===== config.mk =====
export PLATFORM = sky130hd
export DESIGN_NAME = seq_mult_ctrl
export DESIGN_NICKNAME = d
export VERILOG_FILES = /design/src/rtl/seq_mult_pkg.sv /design/src/rtl/mult_piso_shift.sv /design/src/rtl/seq_mult_ctrl.sv
export SDC_FILE = /design/constraint.sdc
export NUM_CORES = 1
export LEC_CHECK = 0
export CAP_MARGIN = 5
export CELL_PAD_IN_SITES_DETAIL_PLACEMENT = 1
export CELL_PAD_IN_SITES_GLOBAL_PLACEMENT = 2
export CORE_MARGIN = 4
export CORE_UTILIZATION = 38
export CTS_CLUSTER_SIZE = 30
export DETAILED_ROUTE_END_ITERATION = 12
export GPL_TIMING_DRIVEN = 0
export PLACE_DENSITY_LB_ADDON = 0.1
export SLEW_MARGIN = 40
export SYNTH_ARGS = -nofsm -noshare
export SYNTH_HDL_FRONTEND = slang
export SYNTH_HIERARCHICAL = 1
export SYNTH_SLANG_ARGS = --single-unit

===== constraint.sdc =====
create_clock -name clk -period 4.89 [get_ports clk]
set_input_delay 0.489 -clock clk [delete_from_list [all_inputs] [get_ports clk]]
set_output_delay 0.489 -clock clk [all_outputs]
set_load 0.02 [all_outputs]

===== src/rtl/seq_mult_pkg.sv =====
// seq_mult_pkg: shared state encoding and default operand width for the sequential multiplier
package seq_mult_pkg;
  localparam int DEFAULT_WIDTH = 4;
  typedef enum logic [1:0] {IDLE, LOAD, RUN, DONE} state_t;
endpackage


===== src/rtl/mult_piso_shift.sv =====
// mult_piso_shift: parallel-in serial-out shifter feeding multiplier bits LSB first
// Ports: clk, reset (async active-low), sl (1=load d, 0=shift right), d[WIDTH], q (serial out)
module mult_piso_shift
  import seq_mult_pkg::*;
#(
  parameter int WIDTH = DEFAULT_WIDTH
) (
  input  logic             clk,
  input  logic             reset,
  input  logic             sl,
  input  logic [WIDTH-1:0] d,
  output logic             q
);
  logic [WIDTH-1:0] sh_q, sh_d;
  always_comb sh_d = sl ? d : sh_q >> 1;
  always_ff @(posedge clk or negedge reset)
    if (!reset) sh_q <= '0;
    else sh_q <= sh_d;
  assign q = sh_q[0];
endmodule


===== src/rtl/seq_mult_ctrl.sv =====
// seq_mult_ctrl: shift-and-add unsigned multiplier controlled by an IDLE/LOAD/RUN/DONE FSM
// Ports: clk, reset (async active-low), start, a, b -> busy, done (1-cycle pulse), product[2*WIDTH]
// Option: define SEQ_MULT_EARLY_EXIT_EN to finish RUN as soon as the remaining multiplier bits are zero
module seq_mult_ctrl
  import seq_mult_pkg::*;
#(
  parameter int WIDTH = DEFAULT_WIDTH
) (
  input  logic               clk,
  input  logic               reset,
  input  logic               start,
  input  logic [WIDTH-1:0]   a,
  input  logic [WIDTH-1:0]   b,
  output logic               busy,
  output logic               done,
  output logic [2*WIDTH-1:0] product
);
  localparam int CW = (WIDTH > 2) ? $clog2(WIDTH) : 1;
  localparam int PW = 2 * WIDTH;
  state_t state_q, state_d;
  logic [WIDTH-1:0] mcand_q, mcand_d, mult_q, mult_d;
  logic [PW-1:0] acc_q, acc_d, prod_q, prod_d, addend;
  logic [CW-1:0] cnt_q, cnt_d;
  logic ser, last;
  mult_piso_shift #(.WIDTH(WIDTH)) u_shift (
    .clk  (clk),
    .reset(reset),
    .sl   (state_q == LOAD),
    .d    (mult_q),
    .q    (ser)
  );
  assign addend = PW'(mcand_q) << cnt_q;
`ifdef SEQ_MULT_EARLY_EXIT_EN
  // bits above the one being consumed now are all zero: nothing left to add
  assign last = (cnt_q == CW'(WIDTH - 1)) || (((mult_q >> cnt_q) >> 1) == '0);
`else
  assign last = cnt_q == CW'(WIDTH - 1);
`endif
  always_comb begin
    state_d = state_q;
    mcand_d = mcand_q;
    mult_d  = mult_q;
    acc_d   = acc_q;
    cnt_d   = cnt_q;
    prod_d  = prod_q;
    case (state_q)
      IDLE: if (start) begin
        state_d = LOAD;
        mcand_d = a;
        mult_d  = b;
      end
      LOAD: begin
        state_d = RUN;
        acc_d   = '0;
        cnt_d   = '0;
      end
      RUN: begin
        acc_d = acc_q + (ser ? addend : '0);
        cnt_d = cnt_q + 1'b1;
        if (last) begin
          state_d = DONE;
          prod_d  = acc_d;
        end
      end
      default: state_d = IDLE;
    endcase
  end
  always_ff @(posedge clk or negedge reset)
    if (!reset) begin
      state_q <= IDLE;
      mcand_q <= '0;
      mult_q  <= '0;
      acc_q   <= '0;
      cnt_q   <= '0;
      prod_q  <= '0;
    end else begin
      state_q <= state_d;
      mcand_q <= mcand_d;
      mult_q  <= mult_d;
      acc_q   <= acc_d;
      cnt_q   <= cnt_d;
      prod_q  <= prod_d;
    end
  assign busy    = (state_q == LOAD) || (state_q == RUN);
  assign done    = state_q == DONE;
  assign product = prod_q;
endmodule


# == Word level (Yosys, flattened, before mapping) ==
# Index checks and enable logic that the tools add are counted.
# word_totals
word_cells,29
reg_bits,32
inputBits,11
out_inout_bits,10
# op_classes
eq_ne,6
shift,1
reduce_logical,6
addsub,2
mux,7
# ops
op,count
$pmux 8 s2,1
$add 8x8->8,1
$mux 8,1
$shl 4x2->8,1
$eq 2x2->1 const B,3
$pmux 2 s3,1
$reduce_and 2->1,3
$mux 2,2
$mux 4,1
$ne 2x2->1 const B,2
$pmux 2 s2,1
$add 2x1->2 const B,1
$eq 2x1->1 const B,1
$logic_not 2->1,1
$reduce_bool 2->1,1
$logic_or 1x1->1,1

# == Logic depth before layout (Yosys ltp) ==
# depth
depth_word,4
ltp_mapped,9
mapped_depth_nobuf,9

# == Cells and area by module ==
# The synthesis kept the hierarchy.
# modules_own_cells
module,area_per_inst_um2,n_inst,cells_per_inst
seq_mult_ctrl,1600.3,1,154
mult_piso_shift,141.4,1,8

# == Least setup slack after synthesis ==
# No wires, ideal clock.
# synth_timing
path_kind,reg-to-reg
startpoint,reg cnt_q[0]
endpoint,reg acc_q[6]
arrival_time_ns,2.061
slack_ns,2.696
path_buffers,1
t_required_ns,4.756
setup_time_ns,0.134
stages_incl_launch_ff,10
path_cell_list,dfrtp_1 > buf_2 > mux2i_1 > nand2_1 > and3_1 > ha_1 > and3_4 > a2111oi_4 > xor2_1 > o22ai_1
# synth_between
elab_chain_cells,4
# synth_rtl
item,line_no,text
from (decl),seq_mult_ctrl.sv:23,"logic [CW-1:0] cnt_q, cnt_d;"
from (signal assigned),seq_mult_ctrl.sv:81,cnt_q <= cnt_d;
$shl 4x2->8,seq_mult_ctrl.sv:32,assign addend = PW'(mcand_q) << cnt_q;
$mux 8,seq_mult_ctrl.sv:58,acc_d = acc_q + (ser ? addend : '0);
$add 8x8->8,seq_mult_ctrl.sv:58,
$pmux 8 s2,seq_mult_ctrl.sv:46,case (state_q)
to (signal assigned),seq_mult_ctrl.sv:73,acc_q <= '0;
to (signal assigned),seq_mult_ctrl.sv:80,acc_q <= acc_d;
to (decl),seq_mult_ctrl.sv:22,"logic [PW-1:0] acc_q, acc_d, prod_q, prod_d, addend;"
# No other way between the ends.
# A chain may end at the register's enable or synchronous reset.

# == Worst setup path in the final report ==
# Ends and elaborated chain as after synthesis.

==> flow_summary.ini <==
[power_and_ir_drop]
vdd_ir_drop_max_uv = 266
power.total_w = 0.00118
p_per_area_mw_per_mm2 = 549
leakage_nw = 1.01

[drt]
detail_route.vias_per_cell = 5.30
drt_iter0_drc = 42
wirelength_um = 3790
vias = 1287
drc = 0
drtPass1Iterations = 6
wl_per_cell_um = 15.6
ant_nets = 0

[logic_synthesis]
avgSynthCellArea_sq_um = 10.8
synth_edf_count = 0
ys_ff_latch = 32
yosysWarnings = 6
synth_fp_nets = 186
ys.flop_type = dfrtp_1
async_flop_share_pct = 100
ys_seq_area_share_pct = 46.0
ys_types = 34
synthCells = 162
netlist_area_sq_mm = 0.00174

[global_routing]
grt_max_degree = 20
use_met1_pct = 17.3
grt.overflow.total = 0
grt_use_met2_pct = 28.0
antenna_found_initial = 0
gr-usage-met3_pct = 4.09
grt_pass1_wl_um = 6480
grt_pass1_vias = 1389
grt_usage_pct = 15.3
grt_busiest_layer = met2

[min_path]
min_path_type = in -> async

[worst_setup_path]
cp_slowest_stage_delay_ps = 340
critPathKind = reg -> reg
crit_path_top_delay_cell = dfrtp_1
r2r-start = cnt_q[0]
ff2ff_path_depth = 9
worst_setup_path_start_kind = flip-flop
rrSetupSlack_ps = 2420
critical_path_required_ps = 5020
cp_max_fo = 7
critPathLaunch = cnt_q[0]
cp-end-kind = flip-flop
worstSetupEndpoint = acc_q[6]
timing.rr.end = acc_q[6]
crit_chain = buf_2 > mux2i_1 > nand2_1 > and3_1 > ha_1 > a21o_1 > a2111oi_4 > xor2_1 > o22ai_1
worst_ep_arrival_time_ps = 2600

[layout]
final_cell_area_sq_mm = 0.00216
syn2layout_area_growth_pct = 23.8
n_fill_cell = 487
drive_above_1_share_pct = 16.2
nets = 214
antennaDiodeCount = 0

[placed_design]
dpl_cell_area_sq_mm = 0.00203
dp_slack_ps = 2460
io_buffers = 20
dp_hpwl_um = 3000
routabilityCongestion = 0.799

[floorplan]
placementRows = 24
ioPinCount = 21
fp.dieH_um = 75.7
die_area_sq_mm = 0.00573
fp.dieW_um = 75.7
start_util_pct = 39.7
core_sq_mm = 0.00438

[clocking]
numCtsBuffers = 5
worstSkewPairLatency_ps = 280
cts_buffer_depth = 2
cts_root_buf = clkbuf_8
clkSlewWorstSetupHoldPaths_ps = 70
htree_levels = 2
postCtsSetupBuffers = 0
cts_tree = yes
cts_resized = 0
hold_buffers = 0
clkSinkCount = 32

[sta]
fin_tns_setup_ps = 0
finalCriticalPeriod_ps = 2470
holdWs_ps = 116
slew_viol_final = 0
timing.final.ws_setup_ps = 2420
fin_worst_skew_ps = 8.34
worst_pin_slew_ps = 531
finalCritPeriodShare_pct = 50.5
relSlewSlack_pct = 64.6
rsz0062_at_grt = no
setup_violations = 0
fmax_ghz = 0.405
hold_viol = 0

[run_status]
run_status = complete, no violations

[flow_run]
cap_violations = 0
## Yosys cell counts (2+ instances only)
master	count	area, sq um
dfrtp_1	32	801
mux2_2	15	169
nand2_1	15	56.3
ha_1	12	150
inv_1	12	45.0
nand3_1	8	40.0
a21oi_1	7	35.0
o21ai_0	7	35.0
mux2i_1	5	50.1
nor2_1	5	18.8
clkbuf_1	4	15.0
nor3_1	4	20.0
o22ai_1	4	25.0
a31o_1	3	26.3
and3_1	3	18.8
nor2b_1	3	18.8
xnor2_1	3	26.3
and2_2	2	15.0
nand2b_1	2	12.5
xor2_1	2	17.5
## routing by layer
| metal | share of wire (%) | vias to the layer above |
|---|---|---|
| li1 | - | 622 |
| met3 | 2.8 | 5 |
| met4 | 0.79 | 0 |
| met2 | 53 | 16 |
| met5 | 0 | - |
| met1 | 43 | 644 |
## layout by cell type, fill, tap and decap left out, types with 2 or more instances in the layout
cell type | Yosys | routed
o22ai_1 | 4 | 4
nand2_1 | 15 | 15
dfrtp_1 | 32 | 32
clkdlybuf4s50_1 | 0 | 19
nand3_1 | 8 | 8
a21oi_1 | 7 | 7
nor2_1 | 5 | 5
and3_1 | 3 | 3
xnor2_1 | 3 | 3
inv_1 | 12 | 12
nor3_1 | 4 | 4
clkbuf_8 | 0 | 7
o21ai_0 | 7 | 7
a31o_1 | 3 | 3
clkbuf_1 | 4 | 4
nand2b_1 | 2 | 2
nor2b_1 | 3 | 3
mux2_2 | 15 | 15
mux2i_1 | 5 | 5
ha_1 | 12 | 12
and2_2 | 2 | 2
buf_2 | 1 | 2
xor2_1 | 2 | 2
## sequential cells by signal, summed over array words and instances, names as in the netlist
name and count:
acc_q 8, product 8, mcand_q 4, mult_q 4
u_shift/sh_q 4, cnt_q 2, state_q 2
## worst min path at each step
stage,from,end,slack (ps),depth (start not counted)
detailed placement,reset,product[7],420,1
floorplan,reset,acc_q[0],190,0
global placement,product[3],product[3],460,2
CTS,reset,product[3],110,1
finish,reset,product[3],120,1
global route,reset,product[3],120,1
## critical path, delay by kind of cell, from the launching register on
family | cells | cell delay, ps
buffers and inverters | 1 | 200
and+or+nand+nor | 2 | 260
muxes | 1 | 270
adders and majority gates | 1 | 340
DFF | 1 | 340
xor gates and xnor gates | 1 | 240
AOI/OAI and AO/OA | 3 | 670
## kinds of logic after synthesis
family | after synthesis | synth area share, %
AO/OA/AOI/OAI | 30 | 12.3
XOR/XNOR | 5 | 2.51
adder cells (fa/ha/maj) | 13 | 9.77
buffers and inverters | 17 | 3.73
flip-flops | 32 | 46.0
multiplexers | 20 | 12.6
AND/OR/NAND/NOR | 45 | 13.1
## final cells by class
class | instances | area (sq um) | area share [%]
multi-input combinational | 113 | 876 | 40.6
buffer | 5 | 20.0 | 0.929
sequential | 32 | 801 | 37.1
clock buffer | 7 | 96.3 | 4.47
inverter | 12 | 45.0 | 2.09
tap | 52 | 65.1 | 3.02
clock inverter | 1 | 30.0 | 1.39
timing repair buffer | 21 | 223 | 10.3
## through the flow
| stage | utilization [%] | instances |
|---|---|---|
| after floorplan | - | 162 |
| after CTS | 49.2 | 243 |
| after global placement | 45.8 | 234 |
| after detailed placement | 46.3 | 235 |
| final | 49.2 | 243 |
| after global routing | 49.2 | 243 |
## power by group
group | internal [W] | total [W] | switching [W] | leakage (nW)
registers | 0.000354 | 0.000413 | 0.0000588 | 0.422
logic | 0.000215 | 0.000497 | 0.000282 | 0.525
clock network | 0.000180 | 0.000274 | 0.0000941 | 0.0645
total | 0.000749 | 0.00118 | 0.000434 | 1.01
(Power assumes the default switching activity.)
